**src/rtl/ifetch.sv**
```systemverilog
// Instruction fetch stage: one imem read per PC value, a small return FIFO,
// and a valid/ready handoff of {inst, pc} pairs to decode.
module ifetch #(
    parameter int unsigned XLEN  = 32,
    parameter int unsigned DEPTH = 2
) (
    input  logic            clk,
    input  logic            rst,
    input  logic [XLEN-1:0] pc_cur,
    output logic            pc_hold,
    input  logic            flush,
    output logic            imem_req,
    output logic [XLEN-1:0] imem_addr,
    input  logic            imem_gnt,
    input  logic            imem_rvalid,
    input  logic [XLEN-1:0] imem_rdata,
    output logic            id_valid,
    input  logic            id_ready,
    output logic [XLEN-1:0] id_inst,
    output logic [XLEN-1:0] id_pc
);
    localparam int unsigned PTR_W = (DEPTH > 1) ? $clog2(DEPTH) : 1;
    localparam int unsigned CNT_W = $clog2(DEPTH + 1);
    localparam int unsigned SUM_W = CNT_W + 1;

    typedef enum logic [1:0] {IDLE, REQ, WAIT, DROP} state_e;

    state_e           state_q, state_d;
    logic [CNT_W-1:0] count_q, count_d;
    logic [PTR_W-1:0] wr_ptr_q, wr_ptr_d;
    logic [PTR_W-1:0] rd_ptr_q, rd_ptr_d;
    logic [XLEN-1:0]  inst_mem_q [DEPTH];
    logic [XLEN-1:0]  pc_mem_q   [DEPTH];
    logic             imem_req_q, imem_req_d;
    logic [XLEN-1:0]  addr_q, addr_d;
    logic             id_valid_q, id_valid_d;

    logic inflight;
    logic space;
    logic space_after;
    logic fifo_wr;
    logic fifo_rd;

    // Next-state, FIFO bookkeeping and registered output values.
    always_comb begin
        state_d    = state_q;
        count_d    = count_q;
        wr_ptr_d   = wr_ptr_q;
        rd_ptr_d   = rd_ptr_q;
        addr_d     = addr_q;

        inflight = (state_q == WAIT) || (state_q == DROP);
        space    = (SUM_W'(count_q) + SUM_W'(inflight)) < SUM_W'(DEPTH);
        fifo_wr  = (state_q == WAIT) && imem_rvalid && !flush;
        fifo_rd  = id_valid_q && id_ready && !flush;

        if (flush) begin
            count_d  = '0;
            wr_ptr_d = '0;
            rd_ptr_d = '0;
        end else begin
            wr_ptr_d = wr_ptr_q + PTR_W'(fifo_wr);
            rd_ptr_d = rd_ptr_q + PTR_W'(fifo_rd);
            case ({fifo_wr, fifo_rd})
                2'b10:   count_d = count_q + CNT_W'(1);
                2'b01:   count_d = count_q - CNT_W'(1);
                default: count_d = count_q;
            endcase
        end
        space_after = SUM_W'(count_d) < SUM_W'(DEPTH);

        // A flush overrides the ordinary transition of each state.
        case (state_q)
            IDLE: if (space && !flush) state_d = REQ;
            REQ: begin
                if (imem_gnt)   state_d = flush ? DROP : WAIT;
                else if (flush) state_d = IDLE;
            end
            WAIT: begin
                if (imem_rvalid) state_d = (!flush && space_after) ? REQ : IDLE;
                else if (flush)  state_d = DROP;
            end
            DROP: if (imem_rvalid) state_d = IDLE;
            default: state_d = IDLE;
        endcase

        imem_req_d = (state_d == REQ);
        if ((state_d == REQ) && (state_q != REQ)) begin
            addr_d = pc_cur & ~XLEN'(3);
        end
        id_valid_d = (count_d != '0);
    end

    always_ff @(posedge clk or negedge rst) begin
        if (!rst) begin
            state_q    <= IDLE;
            count_q    <= '0;
            wr_ptr_q   <= '0;
            rd_ptr_q   <= '0;
            imem_req_q <= 1'b0;
            addr_q     <= '0;
            id_valid_q <= 1'b0;
            for (int i = 0; i < int'(DEPTH); i++) begin
                inst_mem_q[i] <= '0;
                pc_mem_q[i]   <= '0;
            end
        end else begin
            state_q    <= state_d;
            count_q    <= count_d;
            wr_ptr_q   <= wr_ptr_d;
            rd_ptr_q   <= rd_ptr_d;
            imem_req_q <= imem_req_d;
            addr_q     <= addr_d;
            id_valid_q <= id_valid_d;
            if (fifo_wr) begin
                inst_mem_q[wr_ptr_q] <= imem_rdata;
                pc_mem_q[wr_ptr_q]   <= addr_q;
            end
        end
    end

    // Exactly one PC advance per granted request.
    assign pc_hold   = ~(imem_req_q & imem_gnt);
    assign imem_req  = imem_req_q;
    assign imem_addr = addr_q;
    assign id_valid  = id_valid_q;
    assign id_inst   = inst_mem_q[rd_ptr_q];
    assign id_pc     = pc_mem_q[rd_ptr_q];

endmodule

```
**config.mk**
```make
export PLATFORM = sky130hd
export DESIGN_NAME = ifetch
export DESIGN_NICKNAME = d
export VERILOG_FILES = /design/src/rtl/ifetch.sv
export SDC_FILE = /design/constraint.sdc
export NUM_CORES = 1
export LEC_CHECK = 0
export ABC_AREA = 1
export ABC_CLOCK_PERIOD_IN_PS = 2400
export CORE_AREA = 2 2 171 173
export CTS_BUF_LIST = sky130_fd_sc_hd__clkbuf_2
export DETAILED_ROUTE_END_ITERATION = 10
export DIE_AREA = 0 0 173 175
export PLACE_DENSITY_LB_ADDON = 0.15
export REMOVE_ABC_BUFFERS = 1
export SKIP_CTS_REPAIR_TIMING = 1
export SLEW_MARGIN = 5
export SYNTH_ARGS = -nofsm -noshare
export SYNTH_HDL_FRONTEND = slang
export SYNTH_SLANG_ARGS = --single-unit
```
**constraint.sdc**
```tcl
create_clock -name clk -period 2.4 [get_ports clk]
set_input_delay 0.48 -clock clk [delete_from_list [all_inputs] [get_ports clk]]
set_output_delay 0.48 -clock clk [all_outputs]
set_load 0.03 [all_outputs]
```
==> summary.md, run 1 <==
| Metric | Value |
|---|---|
| Status | `finished clean` |
| Area delta synth->final | `38.13%` |
| Number of flops mapped to enable cells by yosys | `0` |
| Antenna violations before repair | `2` |
| Number of H-tree levels | `4` |
| Synth async-reset ratio | `100.0%` |
| Total Neg Setup Slack | `0 ps` |
| Post-synth top area share | `58.12%` |
| # setup viols final | `0` |
| Core box area | `0.02839 mm^2` |
| Synth Register Bits | `162` |
| Top FF cell, synth | `dfrtp_1` |
| Initial core utilization | `24.57%` |
| DIE WIDTH | `173 um` |
| Worst Skew | `30.61 ps` |
| I/O Pins | `169` |
| First-pass GRT wire length | `29900 um` |
| Chip height | `175 um` |
| Vias per Instance | `4.227` |
| Syn Inst Count | `723` |
| CP startpoint kind | `flop` |
| Antenna Violating Nets Remaining | `0` |
| Vias in the first global route | `5453` |
| Post-Syn Area per Cell | `9.648 um^2` |
| Final min period | `2366 ps` |
| Synth area leaders | `dfrtp_1, nand2_1, mux2_2` |
| Kind of critical path | `reg2out` |
| Placed insts | `1249` |
| Layout Nets | `960` |
| Unrepaired setup endpoints after global routing | `yes` |
| Top fanout value on the critical path | `30` |
| Max Cap Viol | `0` |
| Final hold viol count | `0` |
| Post-synth top area cell | `dfrtp_1` |
| Cell row count | `62` |
| Clk buf depth | `2` |
| Commonest cells post-synth | `nand2_1, dfrtp_1, o21ai_0` |
| Critical path capture point type | `primary output` |
| PortBufs | `162` |
| CTS root buf | `clkbuf_2` |
| 1st-iter DRT viols | `309` |
| WL final | `18530 um` |
| Post-synth design cell area | `0.006975 mm^2` |
| Period utilization | `98.57%` |
| Remaining Overflow, GRT | `0` |
| Max Fclk | `0.4227 GHz` |
| PwrDens | `1230 mW/mm^2` |
| Hold Crit Class | `in2async` |
| WL/cell | `14.45 um` |
| DRC Markers | `0` |
| Placer Congestion | `0.7455` |
| First drt pass iteration count | `5` |
| Clock Latency Late Sink | `680 ps` |
| Final Util | `33.94%` |
| TritonCTS Buffers | `17` |
| Post-Layout Cell Count | `1282` |
| LEAKAGE | `4.807 nW` |
| Top-count cell post-synth | `nand2_1` |
| Fraction of layout cells with a size suffix above 1 | `23.75%` |
| Vias | `5419` |
| Die ar. | `0.03028 mm^2` |
| Post-synthesis sequential area ratio | `58.12%` |
| Hpwl dp | `12190 um` |
| Crit path arrival time | `1890 ps` |
| Clock sink total | `162` |
| CP Data Required Time | `1920 ps` |
| Largest net degree at the start of global routing | `51` |
| Synth warnings | `0` |
| Final count of pins violating max slew | `0` |
| CTS clk-pin slew, worst paths | `260 ps` |
| Worst vdd ir | `0.4447 mV` |
| Overall Global Routing Usage | `12.47%` |
| CTS tree | `done` |
| Synth unique cells | `24` |
## path summary, 6_finish.rpt
check	end	start	slack, ps	depth (start not counted)
worst min-delay path	imem_addr[29]	rst	220	2
worst max-delay path	id_inst[26]	rd_ptr_q	30	3
max in group asynchronous	inst_mem_q[10]	rst	1530	3
min in group clk	imem_addr[28]	pc_cur[28]	300	3
worst max register to register	imem_addr[23]	state_q[0]	180	16
worst min register to register	inst_mem_q[27]	inst_mem_q[27]	530	1
## power by group
part           total [W]  switching [W]  internal (W)
registers        0.00419       0.000501       0.00369
clock network    0.00182        0.00104      0.000783
logic            0.00583        0.00362       0.00221
## cells in the final DEF (no fill, tap or decap), types with 17 or more instances in the layout
cell type / count
dfrtp_1: 161
o21ai_1: 37
clkbuf_2: 17
clkdlybuf4s50_1: 66
mux2_2: 62
buf_4: 61
nand2_1: 193
inv_1: 70
nand4_1: 31
o21ai_0: 73
o21ai_2: 17
dlymetal6s2s_1: 33
## layout make-up
cell class	count	area, um^2
Fill cell	2985	18760
Tap cell	384	480.5
Multi-Input combinational cell	440	2511
Clock inverter	12	205.2
Sequential cell	162	4058
Inverter	74	277.8
Clock buffer	17	85.08
Antenna cell	1	2.502
Timing Repair Buffer	192	2016
## layer usage
| metal | share of wire (%) | wire length [um] | vias up | global-route usage, % |
|---|---|---|---|---|
| li1 | - | - | 2664 | - |
| met1 | 49 | 9059 | 2634 | 16.72 |
| met2 | 46 | 8470 | 109 | 19.92 |
| met3 | 4.5 | 830 | 10 | 3.481 |
| met4 | 0.84 | 156 | 2 | 3.107 |
| met5 | 0.070 | 13 | - | 0 |
## through the flow
stage                     setup slack (ps)  hold WS (ps)  total power, W  instance area, um^2
after floorplan                     -822.7         184.4        0.007404                 6749
after global placement              -338.8         432.8         0.01017                 9264
after detailed placement            -393.7         431.4         0.01021                 9264
after CTS                           -778.7        -452.5         0.01210                 9554
after global routing                -156.1         85.97         0.01271                 9635
final                                34.35         219.3         0.01185                 9635
## cell families (layout without fill, tap and decap cells)
| logic type | count (synthesis) | count (layout) | synth area share, % |
|---|---|---|---|
| AOI/OAI and AO/OA | 132 | 132 | 9.489 |
| DFF | 162 | 162 | 58.12 |
| xor gates and xnor gates | 1 | 1 | 0.1256 |
| muxes | 62 | 62 | 10.01 |
| other | 1 | 5 | 0.05376 |
| buffers and inverters | 124 | 295 | 7.390 |
| and+or+nand+nor | 238 | 238 | 14.28 |
| adders and majority gates | 3 | 3 | 0.5382 |
## state kept, by name (all words and copies together) (netlist names)
name and flops:
wr_ptr_q 1, imem_req 1, inst_mem_q 64, state_q 2, id_valid 1, imem_addr 30
rd_ptr_q 1, count_q 2, pc_mem_q 60
## worst max-delay path, stage by stage, from the launching register on
cell,delay [ps]
dfrtp_4,620
buf_12,200
o21ai_1,190
buf_4,190
Note: power is estimated with default switching activity, not from simulation.
==> inputs of run 2 (changes only) <==
--- a/config.mk
+++ b/config.mk
@@ -11,7 +11,6 @@
 export CTS_BUF_LIST = sky130_fd_sc_hd__clkbuf_2
 export DETAILED_ROUTE_END_ITERATION = 10
 export DIE_AREA = 0 0 173 175
-export PLACE_DENSITY_LB_ADDON = 0.15
 export REMOVE_ABC_BUFFERS = 1
 export SKIP_CTS_REPAIR_TIMING = 1
 export SLEW_MARGIN = 5
==> run 2 against run 1 <==
Against the previous run:
- the run now ends with setup timing left
- critical path type unchanged
- clock power is 9% lower
- sequential share of layout area is 0.071 points higher
- critical path depth stayed put
- utilization is 0.057 points lower
- die area stayed put
- worst setup slack worse by 39 ps
- combinational power is 1% higher
- power is 0.68% lower
- fmax is 1.6% lower
- via count is 1.4% higher
- flip-flop and latch count stayed put
- worst hold slack better by 51 ps
==> summary.md, run 2 (synthesized netlist as in run 1, its figures left out) <==
| Metric | Value |
|---|---|
| DIE WIDTH | `173 um (unchanged)` |
| PortBufs | `162 (unchanged)` |
| Largest register FFs | `64 (unchanged)` |
| Filler cells | `2969 (-0.54%)` |
| Worst vdd ir | `0.5243 mV (+18%)` |
| Biggest register | `inst_mem_q` |
| Placer Congestion | `0.7301 (-2.1%)` |
| Die ar. | `0.03028 mm^2 (unchanged)` |
| Kind of critical path | `reg2out` |
| Final min period | `2404 ps (+38.75 ps)` |
| CTS root buf | `clkbuf_2` |
| Largest net degree at the start of global routing | `55 (+7.8%)` |
| # setup viols final | `1 (+1)` |
| Initial core utilization | `24.57% (unchanged)` |
| Clk buf depth | `2 (unchanged)` |
| Cell row count | `62 (unchanged)` |
| WL final | `18160 um (-2.0%)` |
| Antenna violations before repair | `1 (-1)` |
| Commonest cells after routing, fill and taps aside | `nand2_1, dfrtp_1, o21ai_0` |
| Placed insts | `1250 (+0.080%)` |
| Area delta synth->final | `37.90%` |
| Top fanout value on the critical path | `52 (+73%)` |
| CP Data Required Time | `1920 ps (about the same)` |
| Critical path capture point type | `primary output` |
| CTS clk-pin slew, worst paths | `260 ps (about the same)` |
| Final hold viol count | `0 (unchanged)` |
| Core box area | `0.02839 mm^2 (unchanged)` |
| Pre-CTS setup slack | `-371.3 ps (+22.41 ps)` |
| Layout Nets | `964 (+0.42%)` |
| Commonest non-fill, non-tap cell in the layout | `nand2_1` |
| DRC Markers | `0 (unchanged)` |
| Vias | `5497 (+1.4%)` |
| Remaining Overflow, GRT | `0 (unchanged)` |
| Post-Layout Cell Count | `1287 (+0.39%)` |
| Status | `finished, violations left` |
| Vias per Instance | `4.271 (+1.0%)` |
| WL/cell | `14.11 um (-2.4%)` |
| Chip height | `175 um (unchanged)` |
| Hold Crit Class | `in2async` |
| Tot Pwr | `0.01177 W (-0.68%)` |
| First-pass GRT wire length | `29150 um (-2.5%)` |
| Unrepaired setup endpoints after global routing | `yes` |
| Worst Skew | `38.99 ps (+8.382 ps)` |
| Max Cap Viol | `0 (unchanged)` |
| Crit path arrival time | `1920 ps (+30 ps)` |
| Antenna Violating Nets Remaining | `0 (unchanged)` |
| Final count of pins violating max slew | `0 (unchanged)` |
| Number of H-tree levels | `4 (unchanged)` |
| CP startpoint kind | `flop` |
| Fraction of layout cells with a size suffix above 1 | `24.36% (+0.62 points)` |
| 1st-iter DRT viols | `347 (+12%)` |
| First drt pass iteration count | `4 (-1)` |
| TritonCTS Buffers | `17 (unchanged)` |
| Final WS setup | `-4.404 ps (-38.75 ps)` |
| Clock sink total | `162 (unchanged)` |
| Ant diodes | `0 (-1)` |
| I/O Pins | `169 (unchanged)` |
| Hpwl dp | `12120 um (-0.58%)` |
| R2r worst-path depth | `15 (-1)` |
| Clock Latency Late Sink | `710 ps (+30 ps)` |
| LEAKAGE | `4.807 nW (about the same)` |
| Failing checks | `setup timing` |
| Overall Global Routing Usage | `12.17% (-0.30 points)` |
| Max Fclk | `0.4159 GHz (-1.6%)` |
| Period utilization | `100.2% (+1.6 points)` |
| PwrDens | `1223 mW/mm^2 (-0.52%)` |
| Vias in the first global route | `5430 (-0.42%)` |
| CTS tree | `done` |
==> run 2: cell count changes in the layout (fill, tap and decap cells not counted), moves of 2 or more <==
| cell | delta |
|---|---|
| nand3_4 | +2 |
| o21ai_0 | +7 |
| o21ai_2 | -2 |
| clkbuf_2 | +2 |
| buf_6 | -3 |
| buf_4 | +10 |
| o21ai_1 | -5 |
| nand2_1 | -2 |
| clkinv_2 | +5 |
| nand3_2 | -2 |
| buf_12 | -5 |
| buf_8 | +2 |
| nand2_2 | +2 |
| inv_6 | -4 |
==> run 2: power breakdown <==
group,internal (W),switching [W]
clock,0.000674,0.000981
combinational,0.00226,0.00366
sequential,0.00369,0.000504
total,0.00663,0.00514
==> run 2: area by class of cell <==
cell class | count | area, um^2 | area share, %
Clock buffer | 19 | 95.09 | 0.9886
Timing Repair Buffer | 196 | 2007 | 20.86
Multi-Input combinational cell | 440 | 2536 | 26.37
Inverter | 74 | 277.8 | 2.888
Clock inverter | 12 | 165.2 | 1.717
Tap cell | 384 | 480.5 | 4.995
Sequential cell | 162 | 4058 | 42.18
==> run 2: path summary, 6_finish.rpt <==
kind | from | end | slack, ps
min | rst | inst_mem_q[57] | 270
max reg2reg | state_q[0] | imem_addr[12] | 160
min in group clk | pc_cur[10] | imem_addr[10] | 290
max | rd_ptr_q | id_inst[11] | -4
max in group asynchronous | rst | inst_mem_q[4] | 1430
min reg2reg | inst_mem_q[57] | inst_mem_q[57] | 530
==> run 2: stage by stage <==
stage | cell area (um^2) | TNS [ps] | utilization (%) | hold WS, ps
after floorplan | 6749 | -139670 | - | 184.4
after global placement | 9211 | -8704 | 32.44 | 468.0
after detailed placement | 9211 | -11150 | 32.44 | 468.8
after CTS | 9472 | -41020 | 33.36 | -415.8
after global routing | 9619 | -10530 | 33.88 | 163.1
final | 9619 | -4.404 | 33.88 | 270.3
==> run 2: worst max-delay path, stage by stage (launching register included) <==
cell and delay (ps):
dfrtp_4 600, buf_12 200, o21ai_1 200, buf_4 190
==> run 2: per-layer routing <==
layer  vias to the layer above  share of wire (%)  track usage [%]
met3                        14                6.8            3.895
met1                      2646                 47            16.40
met2                       152                 45            18.75
met4                         2                1.1            3.460
met5                         -              0.044                0
li1                       2683                  -                -
